`config.mk`:
```
export PLATFORM = sky130hd
export DESIGN_NAME = block_ram_port_arbiter
export DESIGN_NICKNAME = d
export VERILOG_FILES = /design/src/rtl/block_ram_port_arbiter.sv
export SDC_FILE = /design/constraint.sdc
export NUM_CORES = 1
export LEC_CHECK = 0
export ABC_AREA = 1
export ABC_CLOCK_PERIOD_IN_PS = 3100
export BUFFER_PORTS_ARGS = -buffer_cell sky130_fd_sc_hd__buf_2
export CORE_AREA = 2 2 98 100
export DETAILED_ROUTE_END_ITERATION = 12
export DIE_AREA = 0 0 100 102
export GPL_TIMING_DRIVEN = 0
export MAX_ROUTING_LAYER = met4
export PLACE_DENSITY = 0.83
export SETUP_SLACK_MARGIN = 0.5
export SLEW_MARGIN = 40
export SYNTH_ARGS = -nofsm -noshare
export SYNTH_HDL_FRONTEND = slang
export SYNTH_SLANG_ARGS = --single-unit
export TNS_END_PERCENT = 20
```
`constraint.sdc`:
```
create_clock -name clock -period 3.1 [get_ports clock]
set_input_delay 0.465 -clock clock [delete_from_list [all_inputs] [get_ports clock]]
set_output_delay 0.465 -clock clock [all_outputs]
set_load 0.03 [all_outputs]
```
`src/rtl/block_ram_port_arbiter.sv`:
```
// Round-robin sharing of one BRAM write port and one read port.
// Read tags ride a latency pipe so each word returns to its issuer.
module block_ram_port_arbiter #(
  parameter  int DATA_WIDTH      = 16,
  parameter  int DATA_DEPTH      = 4096,
  parameter  int REQUESTER_COUNT = 4,
  parameter  int READ_LATENCY    = 2,
  localparam int AW              = $clog2(DATA_DEPTH),
  localparam int N               = REQUESTER_COUNT
) (
  input  logic                    clock,
  input  logic                    reset_n,
  input  logic [N-1:0]            write_request,
  input  logic [N*DATA_WIDTH-1:0] write_request_data,
  input  logic [N*AW-1:0]         write_request_address,
  output logic [N-1:0]            write_grant,
  input  logic [N-1:0]            read_request,
  input  logic [N*AW-1:0]         read_request_address,
  output logic [N-1:0]            read_grant,
  output logic [N-1:0]            read_response_valid,
  output logic [DATA_WIDTH-1:0]   read_response_data,
  output logic                    ram_write_enable,
  output logic [DATA_WIDTH-1:0]   ram_write_data,
  output logic [AW-1:0]           ram_write_address,
  output logic [AW-1:0]           ram_read_address,
  input  logic [DATA_WIDTH-1:0]   ram_read_data
);

  localparam int PW = $clog2(N);

  typedef struct packed {
    logic [N-1:0]  grant;
    logic [PW-1:0] next;
  } pick_t;

  function automatic pick_t rr_pick(
    input logic [N-1:0]  req,
    input logic [PW-1:0] ptr
  );
    pick_t         r;
    logic [PW-1:0] idx;
    logic          hit;
    r.grant = '0;
    r.next  = ptr;
    hit     = 1'b0;
    for (int i = 0; i < N; i++) begin
      idx = PW'((int'(ptr) + i) % N);
      if (!hit && req[idx]) begin
        hit          = 1'b1;
        r.grant[idx] = 1'b1;
        r.next       = PW'((int'(idx) + 1) % N);
      end
    end
    return r;
  endfunction

  logic [PW-1:0] wr_ptr;
  logic [PW-1:0] rd_ptr;
  pick_t         wr_pick;
  pick_t         rd_pick;
  logic [N-1:0]  tag_q [READ_LATENCY];

  // Grants are combinational from requests and pointers; held off in reset.
  always_comb begin
    wr_pick     = rr_pick(write_request, wr_ptr);
    rd_pick     = rr_pick(read_request, rd_ptr);
    write_grant = reset_n ? wr_pick.grant : '0;
    read_grant  = reset_n ? rd_pick.grant : '0;
  end

  // Pointers advance past the winner; hold when idle.
  always_ff @(posedge clock or negedge reset_n) begin
    if (!reset_n) begin
      wr_ptr <= '0;
      rd_ptr <= '0;
    end else begin
      if (|write_grant) wr_ptr <= wr_pick.next;
      if (|read_grant)  rd_ptr <= rd_pick.next;
    end
  end

  // Steer the granted client's address/data onto the RAM ports.
  always_comb begin
    ram_write_data    = '0;
    ram_write_address = '0;
    ram_read_address  = '0;
    for (int i = 0; i < N; i++) begin
      if (write_grant[i]) begin
        ram_write_data    = write_request_data[i*DATA_WIDTH +: DATA_WIDTH];
        ram_write_address = write_request_address[i*AW +: AW];
      end
      if (read_grant[i]) begin
        ram_read_address = read_request_address[i*AW +: AW];
      end
    end
    ram_write_enable = |write_grant;
  end

  // One-hot owner tags follow each read through the RAM latency.
  always_ff @(posedge clock or negedge reset_n) begin
    if (!reset_n) begin
      for (int i = 0; i < READ_LATENCY; i++) tag_q[i] <= '0;
    end else begin
      tag_q[0] <= read_grant;
      for (int i = 1; i < READ_LATENCY; i++) tag_q[i] <= tag_q[i-1];
    end
  end

  // Returned word goes out only alongside its owner's valid.
  always_comb begin
    read_response_valid = reset_n ? tag_q[READ_LATENCY-1] : '0;
    read_response_data  = (|read_response_valid) ? ram_read_data : '0;
  end

endmodule
```
[Word level (Yosys, flattened, before mapping)]
Index checks and enable logic that the tools add are counted.
Operators by class
  add/subtract/negate cells: 12
  magnitude comparators: 16
  muxes and demuxes: 62
  bitwise logic cells: 6
  reductions and logical operators: 27
Operators with widths (count)
  12-bit 2-to-1 mux: 8
  16-bit 2-to-1 mux: 5
  6-bit 2-to-1 mux: 8
  2-bit by 3-bit < comparator with 1-bit output, second input constant: 8
  4-bit bitwise OR: 6
  1-bit 2-to-1 mux: 22
  2-bit by 1-bit adder with 2-bit output, second input constant: 8
  1-bit binary-select mux with 2-bit select: 8
  1-bit demux with 2-bit select: 8
  2-bit by 1-bit greater-or-equal comparator with 1-bit output, second input constant: 8
  1-bit logical AND: 14
  4-bit 2-to-1 mux: 3
  4-bit OR reduction: 3
  2-bit adder, second input constant: 4
  4-bit nonzero test: 2
  1-bit zero test: 6
  2-bit AND reduction: 2
Storage, ports and cells
  bits in registers: 12
  input bits: 186
  output and inout port bits: 69
  logic and storage cells: 127

[Longest topological paths before layout]
Gate-level depths: netlist of the first run.
  depth in word-level cells: 17
  mapped depth: 18
  mapped depth without buffers: 15

[Least setup slack after synthesis of the first run]
No wires, ideal clock.
  path kind: flip-flop to output port
  from: register rd_ptr[0]
  to: output port ram_read_address[10]
  data arrival time: 2.418 ns
  required time: 2.635 ns
  path slack: 0.217 ns
  cell stages (with the launch flop): 16
  buffers on the path: 2
  cell sequence: dfrtp_1 -> buf_4 -> inv_4 -> ha_1 -> inv_1 -> nand3_1 -> nand2_1 -> nand2_1 -> nor2_4 -> nand3_1 -> nand2_1 -> nand2_2 -> buf_2 -> nand2_1 -> nor2_1 -> o21ai_1
Between the ends
  longest elaborated chain between the ends: 17
  elaborated cells on any way between the ends: 52
  classes of those cells: add/sub (3); order compare (8); mux (28); bitwise (3); reduce/logical (10)
RTL lines
  start: declaration: line 58  | logic [PW-1:0] rd_ptr;
  start signal: assignment: line 78  | if (|read_grant) rd_ptr <= rd_pick.next;
  parallel branches: the longest is 11 deep, another holds 2-bit by 3-bit < comparator with 1-bit output
  6-bit 2-to-1 mux *: line 48  | if (!hit && req[idx]) begin
  4-bit 2-to-1 mux *: line 68  | read_grant = reset_n ? rd_pick.grant : '0;
  12-bit 2-to-1 mux (3 in a row): line 92  | if (read_grant[i]) begin
  12-bit 2-to-1 mux *: line 92
  end: declaration: line 25  | output logic [AW-1:0] ram_read_address,
Mark *: on every way between the ends. The select of a mux whose other input is x is not followed.

[Final worst setup path of the first run]
  from: register wr_ptr[0]
  to: output port ram_write_address[5]
Between the ends
  longest elaborated chain between the ends: 17
  elaborated cells on any way between the ends: 52
  classes of those cells: add/sub (3); order compare (8); mux (28); bitwise (3); reduce/logical (10)
RTL lines
  start: declaration: line 57  | logic [PW-1:0] wr_ptr;
  start signal: assignment: line 77  | if (|write_grant) wr_ptr <= wr_pick.next;
  parallel branches: the longest is 11 deep, another holds 2-bit by 3-bit < comparator with 1-bit output
  6-bit 2-to-1 mux *: line 48
  4-bit 2-to-1 mux *: line 67  | write_grant = reset_n ? wr_pick.grant : '0;
  12-bit 2-to-1 mux (3 in a row): line 88  | if (write_grant[i]) begin
  12-bit 2-to-1 mux *: line 88
  end: declaration: line 24  | output logic [AW-1:0] ram_write_address,
Marks and branches as above.

==> metrics.yaml, run 1 <==
outcome: "finished clean"
grt_antenna_before_repair: 0
seqPwrFrac: 0.030
syn-instance-count: 673
fin_hold_ws_ns: 0.108
start_util: 0.368
viasPerCell: 5.05
power_frac_clock: 0.018
rsz0062_at_grt: "yes"
syn_nets: 874
ir_drop_mv: 0.915
wirelength_mm: 16.3
intPower_mw: 3.87
arrival_ns: 2.60
synth_compound_area_frac: 0.0911
postSynthAreaPerCell_um2: 4.98
final_antenna_net_count: 0
hp-class: "in -> async"
root_buffer: "clkbuf_8"
drtPass1Iterations: 5
rows: 35
max_cap_viol_count: 0
synth_edf_count: 0
critPathLaunchType: "register"
synth_xor_area_frac: 0
grt_overflow: 0
pin_count: 255
routabilityCongestion: 0.893
finalNetCount: 1166
maxSlewViolCount: 0
syn_to_final_growth_pct: 96.9
fillers: 701
post-synth-top-count-cell: "nand2_1"
die-area_um2: 10200
synth_area_leaders: "nand2_1, inv_1, nand3_1, dfrtp_1, nor2_1"
ys.warnings.count: 0
netlist_area_um2: 3350
power.leakage_nw: 3.79
setup_violations: 0
post-route-period-util: 0.987
relSlewSlack: 0.693
report.power.total_mw: 9.26
synth_simple_gate_area_frac: 0.574
multi_input_area_um2: 3390
seq_area_um2: 304
num_antenna_cells: 0
fmax_mhz: 327
yosys.cell_types.count: 25
die_w_um: 100
switching_share: 0.582
tns_ns: 0
h-tree-depth: 1
synthTopCellsByCount: "nand2_1, inv_1, nand3_1, nor2_1, o21ai_0"
vias: 5432
critPathCaptureType: "output pin"
drc_errors: 0
holdBufCountCts: 0
crit_type: "reg -> out"
core_um2: 9110
cp_max_fo: 10
numCtsBuffers: 3
synth_mux_area_frac: 0
synth_top_family_by_area: "simple AND/OR/NAND/NOR gates"
hold_viol: 0
async_flop_share: 1.00
clockBufferDepth: 2
grt_pass1_wl_mm: 21.3
synthAdderAreaFrac: 0.0560
synth_top_area_share: 0.302
finClkSkew_ns: 0.000445
grt_max_degree: 15
p_sw_mw: 5.38
synth_largest_area_cell: "nand2_1"
place_hpwl_mm: 10.3
required_ns: 2.63
clock-sinks: 12
yosysSeqAreaShare: 0.0896
io_buffer_count: 254
die_h_um: 102
routedWlPerCell_um: 15.2
power.density_nw_per_um2: 1400
drive_gt1_frac: 0.600
grt_usage: 0.260
dpl_cell_area_um2: 5030
cts_tree: "yes"
period_needed_ns: 3.06
clk_pin_slew_ns: 0.05
combPwrFrac: 0.952
worst_pin_slew_ns: 0.457
drt_iter0_drc: 253
synth_ff_type: "dfrtp_1"
worstSkewPairLatency_ns: 0.24
final_cell_area_um2: 6600
grt_pass1_vias: 4802
ys_ff_latch: 12
timing repair:
| item | 4_1_cts | 5_1_grt |
|---|---|---|
| setup endpoints to repair | 59 | 61 |
| resized for setup | 144 | 279 |
| setup buffers | 15 | 10 |
| gates cloned | 5 | 3 |
| pin swaps | 19 | 103 |
final timing paths:
path / slack, ns / startpoint / to / cells after the start
setup / recovery: 0.04 / wr_ptr[0] / ram_write_address[5] / 16
hold / removal: 0.11 / reset_n / wr_ptr[0] / 1
setup reg to reg: 0.89 / rd_ptr[0] / rd_ptr[0] / 15
hold reg to reg: 0.35 / tag_q[4] / tag_q[0] / 0
max in group asynchronous: 2.74 / reset_n / wr_ptr[1] / 1
min in group clock: 0.35 / tag_q[4] / tag_q[0] / 0
routing by layer:
layer,share of wire,GRT usage,vias to the layer above
li1,-,-,2626
met1,0.35,0.279,2473
met2,0.54,0.489,270
met3,0.067,0.0342,63
met4,0.039,0.0980,0
met5,0,-,-
stage by stage:
step	std cells	setup slack (ns)	util
floorplan	673	0.499	-
global placement	1038	0.0151	0.552
detailed placement	1038	-0.0303	0.552
CTS	1062	0.130	0.617
global route	1075	-0.140	0.724
finish	1075	0.0390	0.724
worst max-delay path: stages (launching register included):
cell and delay [ns]:
dfrtp_1 0.35, buf_6 0.12, inv_8 0.04, ha_4 0.29
nand3_2 0.11, nand2_4 0.11, nand2_4 0.06, nor2_4 0.18
nand3_4 0.11, nand3_4 0.09, nand2_4 0.08, clkbuf_8 0.17
o21ai_0 0.22, inv_1 0.08, nand2_1 0.14, nand2_4 0.06
buf_6 0.13
cells in the final DEF (no fill, tap or decap), drive strengths merged:
cell	netlist	routed
o21ai	58	58
nand2	293	294
nor2	61	61
dfrtp	12	12
clkinv	0	1
a211oi	1	1
o211ai	1	1
inv	109	108
buf	28	308
nor4	2	2
nand3	87	87
clkbuf	6	16
ha	15	15
power by group through the flow:
stage | logic (mW) | registers [mW] | clock network [mW]
floorplan | 4.62 | 0.281 | 0
global placement | 5.93 | 0.300 | 0
detailed placement | 6.00 | 0.302 | 0
CTS | 7.05 | 0.270 | 0.172
global route | 9.39 | 0.280 | 0.178
finish | 8.82 | 0.273 | 0.168
registers in the layout, summed over array words and instances, names as in the netlist:
| register | count |
|---|---|
| rd_ptr | 2 |
| tag_q | 8 |
| wr_ptr | 2 |
final cells by class:
class | count | area share
Sequential cell | 12 | 0.0461
Multi-Input combinational cell | 519 | 0.514
Buffer | 34 | 0.0597
Timing Repair Buffer | 286 | 0.283
Clock buffer | 4 | 0.00834
Tap cell | 111 | 0.0210
Inverter | 109 | 0.0673
cell families (layout without fill, tap and decap cells):
family	after synthesis	after routing
AND/OR/NAND/NOR	443	444
adder cells (fa/ha/maj)	15	15
flip-flops	12	12
buffers and inverters	143	433
AO/OA/AOI/OAI	60	60
(Power assumes the default switching activity.)
==> run 2: changes to the inputs <==
--- a/config.mk
+++ b/config.mk
@@ -5,15 +5,14 @@
 export SDC_FILE = /design/constraint.sdc
 export NUM_CORES = 1
 export LEC_CHECK = 0
-export ABC_AREA = 1
 export ABC_CLOCK_PERIOD_IN_PS = 3100
 export BUFFER_PORTS_ARGS = -buffer_cell sky130_fd_sc_hd__buf_2
-export CORE_AREA = 2 2 98 100
+export CORE_AREA = 2 2 100 102
 export DETAILED_ROUTE_END_ITERATION = 12
-export DIE_AREA = 0 0 100 102
+export DIE_AREA = 0 0 102 104
 export GPL_TIMING_DRIVEN = 0
 export MAX_ROUTING_LAYER = met4
-export PLACE_DENSITY = 0.83
+export PLACE_DENSITY = 0.72
 export SETUP_SLACK_MARGIN = 0.5
 export SLEW_MARGIN = 40
 export SYNTH_ARGS = -nofsm -noshare
==> metrics.yaml, run 2 <==
cts_tree: "yes"
crit_chain: "buf_6 > inv_6 > ha_4 > mux4_2 > buf_6 > a221o_1 > a32oi_4 > buf_12 > clkbuf_4 > o21ai_0 > o21ai_2 > buf_6"
wirelength_mm: 13.3  # -18%
fin_cells: 766  # -29%
clock-sinks: 12  # unchanged
hp-class: "in -> async"
relSlewSlack: 0.720  # +0.0264
clockBufferDepth: 2  # unchanged
grt_antenna_before_repair: 3  # +3
reg_top3: "tag_q (8), rd_ptr (2), wr_ptr (2)"
die_w_um: 102  # +2.0%
drc_errors: 0  # unchanged
netlist_area_um2: 2560  # -23%
ff2ff_path_depth: 11  # -4
io_buffer_count: 254  # unchanged
fmax_mhz: 278  # -15%
die-area_um2: 10600  # +4.0%
finClkSkew_ns: 0.00118  # +0.000732 ns
final_common_cell: "buf_2"
synth_ff_type: "dfrtp_1"
slowest_delay_ns: 0.52  # +0.17 ns
combPwrFrac: 0.945  # -0.007
yosysSeqAreaShare: 0.117  # +0.0275
max_cap_viol_count: 0  # unchanged
ir_drop_mv: 0.878  # -4.0%
start_util: 0.269  # -0.0993
yosys.cell_types.count: 46  # +84%
routabilityCongestion: 0.938  # +5.0%
synth_largest_area_cell: "dfrtp_1"
critPathLaunchType: "register"
arrival_ns: 3.14  # +0.54 ns
final_util: 0.583  # -0.141
maxSlewViolCount: 0  # unchanged
postSynthAreaPerCell_um2: 7.73  # +55%
crit_type: "reg -> out"
intPower_mw: 3.82  # -1.3%
syn_nets: 533  # -39%
finalNetCount: 832  # -29%
drive_gt1_frac: 0.730  # +0.131
die_h_um: 104  # +2.0%
fillers: 808  # +15%
grt_pass1_vias: 4185  # -13%
final_cell_area_um2: 5570  # -16%
worst_pin_slew_ns: 0.417  # -0.0393 ns
syn-instance-count: 332  # -51%
switching_share: 0.526  # -0.0552
cp_max_fo: 7  # -3
vias: 4056  # -25%
grt_max_degree: 18  # +3
clk_pin_slew_ns: 0.05  # about the same
worstSkewPairLatency_ns: 0.23  # about the same
synthTopCellsByCount: "o21ai_0, nand2_1, o21ai_1, a221oi_1, nor2b_1"
r2r-start: "wr_ptr[0]"
tns_ns: -16.77  # -16.77 ns
seqPwrFrac: 0.035  # +0.005
grt_usage: 0.237  # -0.0233
r2r_slack_ns: 0.23  # -0.66 ns
required_ns: 2.63  # about the same
rows: 36  # +2.9%
grt_pass1_wl_mm: 19.9  # -6.2%
async_flop_share: 1.00  # unchanged
post-synth-top-count-cell: "o21ai_0"
place_ws_ns: -0.602  # -0.572 ns
hold_viol: 0  # unchanged
drt_iter0_drc: 188  # -26%
viasPerCell: 5.30  # +4.8%
cp_common_cell: "buf_6"
dp_cells: 719  # -31%
final_cell_mix: "buf_2, buf_6, o21ai_2"
slowest_stage: "mux4_2"
rsz0062_at_grt: "yes"
drtPass1Iterations: 4  # -1
ys_ff_latch: 12  # unchanged
ys.warnings.count: 0  # unchanged
syn_to_final_growth_pct: 117
endpoint: "ram_write_address[9]"
grt_overflow: 0  # unchanged
dpl_cell_area_um2: 4300  # -15%
core_um2: 9550  # +4.8%
routedWlPerCell_um: 17.4  # +15%
root_buffer: "clkbuf_8"
numCtsBuffers: 3  # unchanged
pin_count: 255  # unchanged
largest_reg_flops: 8  # unchanged
period_needed_ns: 3.60  # +0.540 ns
power_frac_clock: 0.020  # +0.002
place_hpwl_mm: 9.12  # -11%
power.density_nw_per_um2: 1450  # +3.4%
setup_violations: 47  # +47
h-tree-depth: 1  # unchanged
power.leakage_nw: 2.65  # -30%
setup_ws_ns: -0.501  # -0.540 ns
startpoint: "wr_ptr[0]"
post-route-period-util: 1.16  # +0.174
critPathCaptureType: "output pin"
synth_top_area_share: 0.117  # -0.185
final_antenna_net_count: 0  # unchanged
largest-register: "tag_q"
violations: "negative setup slack"
timing.rr.end: "wr_ptr[1]"
synth_edf_count: 0  # unchanged
p_sw_mw: 4.25  # -21%
outcome: "complete, but fails checks"
synth_area_leaders: "dfrtp_1, o21ai_0, a221oi_1, ha_1, a221oi_2"
[run 2: power by group through the flow]
stage	clock [mW]	combinational, mW	sequential [mW]
2_1_floorplan	0	4.14	0.304
3_3_place_gp	0	5.33	0.319
3_5_place_dp	0	5.42	0.325
4_1_cts	0.173	7.25	0.279
5_1_grt	0.180	8.04	0.287
6_report	0.165	7.63	0.280
[run 2: worst max-delay path: cells and delay by family, from the launching register on]
family | cells | cell delay (ns)
adders and majority gates | 1 | 0.27
muxes | 1 | 0.52
DFF | 1 | 0.37
AOI/OAI and AO/OA | 4 | 0.95
buffers and inverters | 6 | 0.79
[run 2: worst min path at each step]
stage                      endpoint  slack, ns  cells after the start
after floorplan           rd_ptr[0]       0.17                      0
after global placement     tag_q[1]       0.34                      0
after detailed placement   tag_q[3]       0.33                      0
after CTS                  tag_q[6]       0.14                      1
after global routing       tag_q[7]       0.15                      1
final                     rd_ptr[1]       0.13                      1
[run 2: timing repair]
action / in CTS / in global routing
hold buffers: 0 / 0
pin swaps: 46 / 27
buffers inserted: 28 / 5
gates cloned: 6 / 1
gates resized for setup: 208 / 36
setup endpoints to repair: 72 / 64
[run 2: stage by stage]
step	power, mW	hold slack [ns]
floorplan	4.44	0.169
global placement	5.65	0.338
detailed placement	5.74	0.335
CTS	7.70	0.140
global route	8.51	0.152
finish	8.07	0.129
[run 2: logic make-up (layout without fill, tap and decap cells)]
logic type	count (synthesis)	after routing	synth area share
compound gates	154	154	0.442
xor+xnor	2	2	0.00683
fa+ha+maj	15	15	0.0732
buf+inv	46	344	0.0922
flops	12	12	0.117
mux	9	9	0.0693
other cells	0	3	0
simple gates	94	94	0.200
[run 2: metal layers]
layer | GRT usage | routed length [µm] | vias up
met5 | - | 0 | -
met4 | 0.124 | 501 | 0
met3 | 0.0464 | 920 | 42
met2 | 0.440 | 7300 | 214
met1 | 0.225 | 4580 | 1925
li1 | - | - | 1875
[run 2: cell type report]
class	count	area, µm²	share of cell area
Tap cell	133	166	0.0299
Buffer	29	395	0.0710
Timing Repair Buffer	294	1970	0.353
Sequential cell	12	305	0.0548
Antenna cell	3	7.51	0.00135
Inverter	17	78.8	0.0142
Clock buffer	4	55.1	0.00989
Multi-Input combinational cell	274	2590	0.466
